File: src/rtl/booth_mul_seq.sv
// booth_mul_seq: iterative radix-4 Booth multiplier for MUL/MULU.
// Retires one Booth group (two multiplier bits) per clock and writes the
// 2*WIDTH-bit product to HI/LO, with a start/busy/done handshake.
// Optional build macro: BOOTH_MUL_EARLY_TERM_EN. When it is defined, the
// operation finishes as soon as the remaining multiplier bits are all-0 or
// all-1, because those groups would only add zero.
module booth_mul_seq #(
  parameter int WIDTH = 32
) (
  input  logic             clock,
  input  logic             reset,
  input  logic             start,
  input  logic             is_signed,
  input  logic [WIDTH-1:0] A,
  input  logic [WIDTH-1:0] B,
  output logic             busy,
  output logic             done,
  output logic [WIDTH-1:0] HI,
  output logic [WIDTH-1:0] LO
);

  localparam int NGRP = WIDTH / 2 + 1;
  localparam int GW   = $clog2(NGRP + 1);
  localparam int XW   = WIDTH + 2;
  localparam int AW   = 2 * WIDTH + 4;

  typedef enum logic [1:0] {IDLE, RUN, DONE} state_t;

  state_t          state_q, state_d;
  logic [XW-1:0]   a_x, b_x;
  logic [AW-1:0]   acc, acc_next;
  logic [GW-1:0]   grp;
  logic [GW:0]     shamt;
  logic [XW:0]     b_ext;
  logic [2:0]      grp_bits;
  logic [XW+1:0]   a4, pp;
  logic [AW-1:0]   pp_ext;
  logic            last_grp, finish;
`ifdef BOOTH_MUL_EARLY_TERM_EN
  logic signed [XW-1:0] b_sh, b_rem;
`endif

  // Booth recoding of the current group and the next accumulator value.
  always_comb begin
    // NOTE: every variable gets a default up front so no path can infer a latch.
    pp       = '0;
    shamt    = {grp, 1'b0};
    b_ext    = {b_x, 1'b0};
    grp_bits = 3'(b_ext >> shamt);
    a4       = {{2{a_x[XW-1]}}, a_x};
    case (grp_bits)
      3'b001, 3'b010: pp = a4;
      3'b011:         pp = a4 << 1;
      3'b100:         pp = -(a4 << 1);
      3'b101, 3'b110: pp = -a4;
      default:        pp = '0;
    endcase
    pp_ext   = {{WIDTH{pp[XW+1]}}, pp};
    acc_next = acc + (pp_ext << shamt);
    last_grp = (grp == GW'(NGRP - 1));
`ifdef BOOTH_MUL_EARLY_TERM_EN
    // Bits from 2i+1 upward; identical bits mean all later groups recode to 0.
    b_sh   = $signed(b_x) >>> shamt;
    b_rem  = b_sh >>> 1;
    finish = last_grp || (b_rem == '0) || (&b_rem);
`else
    finish = last_grp;
`endif
  end

  // State register with synchronous reset.
  always_ff @(posedge clock) begin
    // NOTE: sequential state always uses non-blocking assignments.
    if (reset) state_q <= IDLE;
    else       state_q <= state_d;
  end

  // Next-state and handshake outputs.
  always_comb begin
    state_d = state_q;
    busy    = 1'b0;
    done    = 1'b0;
    case (state_q)
      IDLE: if (start) state_d = RUN;
      RUN: begin
        busy = 1'b1;
        if (finish) state_d = DONE;
      end
      DONE: begin
        done    = 1'b1;
        state_d = start ? RUN : IDLE;
      end
      default: state_d = IDLE;
    endcase
  end

  // Operand capture, accumulation and result registers.
  always_ff @(posedge clock) begin
    if (reset) begin
      a_x <= '0;
      b_x <= '0;
      acc <= '0;
      grp <= '0;
      HI  <= '0;
      LO  <= '0;
    end else begin
      case (state_q)
        IDLE, DONE: begin
          if (start) begin
            a_x <= is_signed ? {{2{A[WIDTH-1]}}, A} : {2'b00, A};
            b_x <= is_signed ? {{2{B[WIDTH-1]}}, B} : {2'b00, B};
            acc <= '0;
            grp <= '0;
          end
        end
        RUN: begin
          acc <= acc_next;
          grp <= grp + 1'b1;
          if (finish) begin
            HI <= acc_next[2*WIDTH-1:WIDTH];
            LO <= acc_next[WIDTH-1:0];
          end
        end
        default: ;
      endcase
    end
  end

endmodule
File: config.mk
export PLATFORM = sky130hd
export DESIGN_NAME = booth_mul_seq
export DESIGN_NICKNAME = d
export VERILOG_FILES = /design/src/rtl/booth_mul_seq.sv
export SDC_FILE = /design/constraint.sdc
export NUM_CORES = 1
export LEC_CHECK = 0
export BUFFER_PORTS_ARGS = -buffer_cell sky130_fd_sc_hd__buf_2
export CORE_AREA = 2 2 228 140
export CTS_BUF_LIST = sky130_fd_sc_hd__clkbuf_4 sky130_fd_sc_hd__clkbuf_8 sky130_fd_sc_hd__clkbuf_16
export DETAILED_ROUTE_END_ITERATION = 8
export DIE_AREA = 0 0 230 142
export GPL_TIMING_DRIVEN = 0
export PLACE_DENSITY_LB_ADDON = 0.15
export REMOVE_ABC_BUFFERS = 1
export SYNTH_ARGS = -nofsm -noshare
export SYNTH_HDL_FRONTEND = slang
export SYNTH_SLANG_ARGS = --single-unit
File: constraint.sdc
create_clock -name clock -period 9.62 [get_ports clock]
set_input_delay 1.924 -clock clock [delete_from_list [all_inputs] [get_ports clock]]
set_output_delay 1.924 -clock clock [all_outputs]
set_load 0.02 [all_outputs]
==> metrics.txt, run 1 <==
commonest non-fill, non-tap cell in the layout nand2_1; total grt overflow 0; most frequent cells in the layout 343 x nand2_1, 272 x a21oi_1, 240 x nor2_1; ys flop type dfxtp_1; area grow syn2layout 10.2%; GP Congestion 0.958; Max H-tree Level 1; hold buffer count at CTS 0; CTS tree built; Hold Crit Class flip-flop to flip-flop; Synth Instances approximately 2100; non-filler instance count after layout roughly 2500; Total GRT Usage approximately 28%; io pins 134; Critical Path Source Type flip-flop; main combinational cell family by area after synthesis compound AO/OA/AOI/OAI gates; final slew viol count 0; Die Area 0.0327 mm2; Root Buffer clkbuf_16; PortBufs 133; vias post-DR around 15000; Crit path largest cell delay 620 ps; Post-Syn Area 0.0151 mm2; CORE AREA 0.0307 mm2; WL final 47800 um; DRC viols 0; cts bufs inserted 21; Synth Area in XOR/XNOR 5.49%; crit path DAT 9590 ps; Synth Area in Simple Gates 22.9%; Slowest-stage cell, CP and3_1; final hold violation count 0; starting density of the core 49.4%; dpl cells 2470; post-route ant nets 0; Final Critical Period a little over 9000 ps; register area share after synthesis 26.6%; crit path max fanout 45; RSZ-0062 raised after global routing no; post-synth top area share a little over a quarter; maximum VDD drop 0.106 mV; fraction of the mapped netlist area in adder cells 5.59%; status completed; num rows 50; crit-path most repeated cell nor2_1; worst slew pin tran 1270 ps; largest net degree at the start of global routing 139; Clock Tree Buf Depth 3; Synth Area per Inst 7.27 um2; initial antenna violation count 0; fmax 0.109 GHz; Die Y 142 um; Ant. Diodes 0; Sink Count about 200; clk_skew 25.2 ps; hpwl dp 35000 um; WL per Instance about 19 um; Layout Nets 2216; synth top area cells dfxtp_1 27%, a21oi_1 9.0%, nand2_1 8.5%; number of flops mapped to enable cells by yosys 0; biggest area consumer among synthesized cells dfxtp_1; CP Capture Type flip-flop; CTS clock-pin slew for the worst setup and hold paths approximately 60 ps; drt initial violations 1894; post-synthesis sequential element count 201; period utilization 94.9%; CP bufs+invs 1; CP Class flip-flop to flip-flop; number of global-route vias before repair 13668; layout cells sized above 1 12.6%; Synth Area in Compound Gates a little over a quarter; max-cap check violation count 0; Syn. warnings 0; Crit path required time 10080 ps; first-pass GRT wire length approximately 76000 um; DR vias/cell 6.10; Util after Layout between 50% and 60%; fillcell total 3061; Die X about 230 um; FFs w/ async S/R, synth 0%; Slew headroom 15.0%; CP top delay family simple AND/OR/NAND/NOR gates; Unique masters post-synth 84; Clock Latency Late Sink 540 ps; Power Density 163 mW/mm2; DR pass1 iterations 6; Setup violations, final 0; post-synthesis mux area share between 7 and 8%; cell leakage power 7.00 nW
final timing paths:
kind	start	end	slack [ps]	cells after the start
max	grp[3]	HI[31]	490	27
min	HI[6]	HI[6]	450	2
max reg2reg	grp[3]	HI[31]	490	27
min reg2reg	HI[6]	HI[6]	450	2
worst register-to-register path: stages (launching register included):
cell      delay (ps)
dfxtp_2          400
buf_12           200
nor2_1           310
and2_1           300
nand3_2          540
and3_1           630
xnor2_4          620
a222oi_1         300
mux2_2           320
mux2i_1          240
o21ai_0          320
nor2_1           180
nor2_1            70
nor2_1           350
ha_1             410
a21oi_1          300
o21ai_0          200
nor3_1           420
o211ai_1         300
a21oi_2          460
o31ai_1          240
o221ai_1         360
o31a_1           250
o21ai_1           90
a21oi_1          480
xor2_2           250
or4_1            440
nand3_1           80
metrics by stage:
step / worst slack (ps) / setup TNS [ps] / hold slack [ps] / instance area, um2 / power (mW)
after floorplan: 746 / 0 / 427 / 14400 / 1.58
after global placement: -3720 / -263420 / 439 / 15600 / 1.86
after detailed placement: -724 / -1940 / 444 / 15900 / 1.88
after CTS: 113 / 0 / 453 / 16600 / 2.71
after global routing: 109 / 0 / 464 / 16700 / 2.86
final: 486 / 0 / 449 / 16700 / 2.72
synthesized netlist by cell type, drive strengths merged, types with 35 or more instances:
cell type	count
a21o	61
a21oi	275
a22oi	65
buf	40
clkbuf	135
dfxtp	201
ha	66
mux2i	61
nand2	344
nand3	39
nor2	242
nor3	35
o21ai	84
xnor2	64
kinds of logic after synthesis:
logic type,Yosys count
and+or+nand+nor,787
xor gates and xnor gates,94
buffers and inverters,196
muxes,91
DFF,201
AOI/OAI and AO/OA,647
adders and majority gates,67
flip-flops by register name, indices dropped and copies added (netlist names):
signal and count:
a_x 33, grp 5, LO 32, b_x 33
HI 32, state_q 2, acc 64
per-layer routing:
metal	wire (um)	GRT usage, %	up-vias
met3	4460	6.65	62
met4	755	5.09	0
li1	-	-	7444
met2	18300	38.3	593
met5	0	0	-
met1	24300	45.3	7234
timing repair:
| action | CTS | global route |
|---|---|---|
| pin swaps | 1 | 1 |
| gates cloned | 1 | 1 |
| endpoints found under the setup margin | 16 | 15 |
| buffers inserted | 0 | 2 |
| gates resized for setup | 2 | 6 |
layout make-up:
class,instances,area (um2),area share [%]
Clock buffer,29,629,3.77
Multi-Input combinational cell,1688,10400,62.5
Clock inverter,9,53.8,0.322
Sequential cell,201,4030,24.2
Tap cell,416,520,3.12
Inverter,21,78.8,0.472
Timing Repair Buffer,148,948,5.68
report_power, final:
group | total, mW | internal (mW) | switching, mW
sequential | 0.909 | 0.870 | 0.0391
clock | 0.823 | 0.458 | 0.365
combinational | 0.991 | 0.348 | 0.643
total | 2.72 | 1.68 | 1.05
Note: power is estimated with default switching activity, not from simulation.
==> run 2: changes to the inputs <==
- GPL_TIMING_DRIVEN: 0 -> not set
- SLEW_MARGIN: not set -> 10
==> run 2 against run 1 <==
Effect of this change:
- maximum frequency up 11%
- combinational power up 0.5%
- largest power group unchanged
- highest routed layer unchanged
- final cell count up 0.72%
- die area unchanged
- sequential cell count unchanged
- via count up 1.3%
- sequential share of layout area about the same
==> metrics.txt, run 2 (synthesis gave the netlist of run 1 again) <==
CTS tree built; Die X 230 um (unchanged); DR pass1 iterations 5 (-1); most frequent cells in the layout 343 x nand2_1, 273 x a21oi_1, 240 x nor2_1; crit path capture HI[31]; Clock Tree Buf Depth 3 (unchanged); Total GRT Usage 29.9% (+1.4 points); final slew viol count 0 (unchanged); cell leakage power 7.05 nW (+0.67%); initial antenna violation count 1 (+1); non-filler instance count after layout 2530 (+0.72%); Slowest-stage cell, CP o21ai_0; number of global-route vias before repair 14002 (+2.4%); commonest non-fill, non-tap cell in the layout nand2_1; layout cells sized above 1 13.0% (+0.41 points); CORE AREA 0.0307 mm2 (unchanged); Multi-input gate area 0.0103 mm2 (-0.79%); FF+latch area 0.00403 mm2 (about the same); max reg flops 64 (unchanged); Slew headroom 22.4% (+7.4 points); post-route ant nets 0 (unchanged); hold-critical path depth 2 (unchanged); GP Congestion 1.01 (+5.6%); DRC viols 0 (unchanged); Resized cells post-CTS 0 (-2); maximum VDD drop 0.114 mV (+7.6%); Critical Path Source Type flip-flop; met3 WL 5590 um (+25%); Setup Buffers After CTS 0 (unchanged); Hold Crit Class flip-flop to flip-flop; max-cap check violation count 0 (unchanged); num rows 50 (unchanged); CTS clock-pin slew for the worst setup and hold paths 60 ps (about the same); HP Start LO[30]; Most flops, register acc; area grow syn2layout 10.0%; Util after Layout 54.4% (-0.094 points); largest net degree at the start of global routing 75 (-46%); Pwr Total 2.81 mW (+3.1%); WL final 49700 um (+4.0%); Power Density 168 mW/mm2 (+3.3%); Worst R2R Start grp[0]; worst slew pin tran 1160 ps (-110 ps); Final Critical Period 8230 ps (-906 ps); crit path max fanout 37 (-18%); WL per Instance 19.7 um (+3.2%); Die Area 0.0327 mm2 (unchanged); starting density of the core 49.4% (unchanged); vias post-DR 15526 (+1.3%); Setup TNS 0 ps (unchanged); Max H-tree Level 1 (unchanged); final hold violation count 0 (unchanged); hpwl dp 36900 um (+5.4%); fillcell total 3065 (+0.13%); Setup violations, final 0 (unchanged); Regs by FF count acc x64, a_x x33, b_x x33; period utilization 85.5% (-9.4 points); dpl cells 2491 (+0.85%); Crit path largest cell delay 660 ps (+40 ps); first-pass GRT wire length 78900 um (+4.4%); Die Y 142 um (unchanged); Worst Setup SP grp[0]; Clock Latency Late Sink 540 ps (about the same); setup slack, reg-to-reg 1390 ps (+910 ps); Routed met1 length 24700 um (+1.6%); Sink Count 201 (unchanged); io pins 134 (unchanged); Layout Nets 2234 (+0.81%); Ant. Diodes 0 (unchanged); CP Capture Type flip-flop; PortBufs 133 (unchanged); CP Class flip-flop to flip-flop; fmax 0.122 GHz (+11%); Root Buffer clkbuf_16; Max Used Layer met4; DR vias/cell 6.14 (+0.54%); crit path DAT 8700 ps (-890 ps); status completed; hold buffer count at CTS 0 (unchanged); clk_skew 11.8 ps (-13.3 ps); total grt overflow 0 (unchanged); FF-to-FF path depth 30 (+11%); met2 wire len 18700 um (+1.9%); reg2reg end HI[31]; RSZ-0062 raised after global routing no; cts bufs inserted 22 (+4.8%); Crit path required time 10100 ps (+20 ps); drt initial violations 1793 (-5.3%)
run 2: cell types whose count changed in the layout (fill, tap and decap cells not counted), moves of 5 or more:
cell | previous run | this run
buf_12 | 10 | 0
clkbuf_4 | 1 | 6
clkinv_2 | 6 | 1
buf_4 | 1 | 34
run 2: final cells by class:
cell class | count | area share [%]
sequential | 201 | 24.2
multi-input combinational | 1686 | 62.1
clock inverter | 6 | 0.586
tap | 416 | 3.12
timing repair buffer | 167 | 5.56
inverter | 21 | 0.473
clock buffer | 33 | 3.99
run 2: through the flow:
stage / hold slack [ps] / setup WS [ps] / instance area [um2]
3_3_place_gp: 439 / 1710 / 15900
2_1_floorplan: 427 / 746 / 14400
5_1_grt: 468 / 695 / 16700
6_report: 448 / 1390 / 16700
4_1_cts: 452 / 1630 / 16700
3_5_place_dp: 444 / 1670 / 15900
run 2: routing by layer:
| layer | GRT usage (%) | vias to the layer above |
|---|---|---|
| met3 | 8.13 | 67 |
| met1 | 47.4 | 7287 |
| met5 | 0 | - |
| li1 | - | 7468 |
| met4 | 5.09 | 0 |
| met2 | 39.7 | 704 |
run 2: power by group:
part           total, mW  leakage, nW  switching [mW]  internal (mW)
clock              0.899        0.378           0.366          0.533
sequential         0.912         1.63          0.0420          0.870
combinational      0.996         5.03           0.652          0.344
run 2: worst min path at each step:
| stage | endpoint | slack [ps] |
|---|---|---|
| floorplan | b_x[12] | 430 |
| global placement | LO[30] | 440 |
| detailed placement | LO[24] | 440 |
| CTS | LO[24] | 450 |
| global route | HI[9] | 470 |
| finish | LO[30] | 450 |
run 2: worst max-delay path: cells and delay by family (launching register included):
kind | cells | cell delay, ps
fa+ha+maj | 1 | 520
simple gates | 10 | 1660
compound gates | 12 | 3490
buf+inv | 3 | 850
mux | 3 | 940
flops | 1 | 470
xor+xnor | 1 | 200
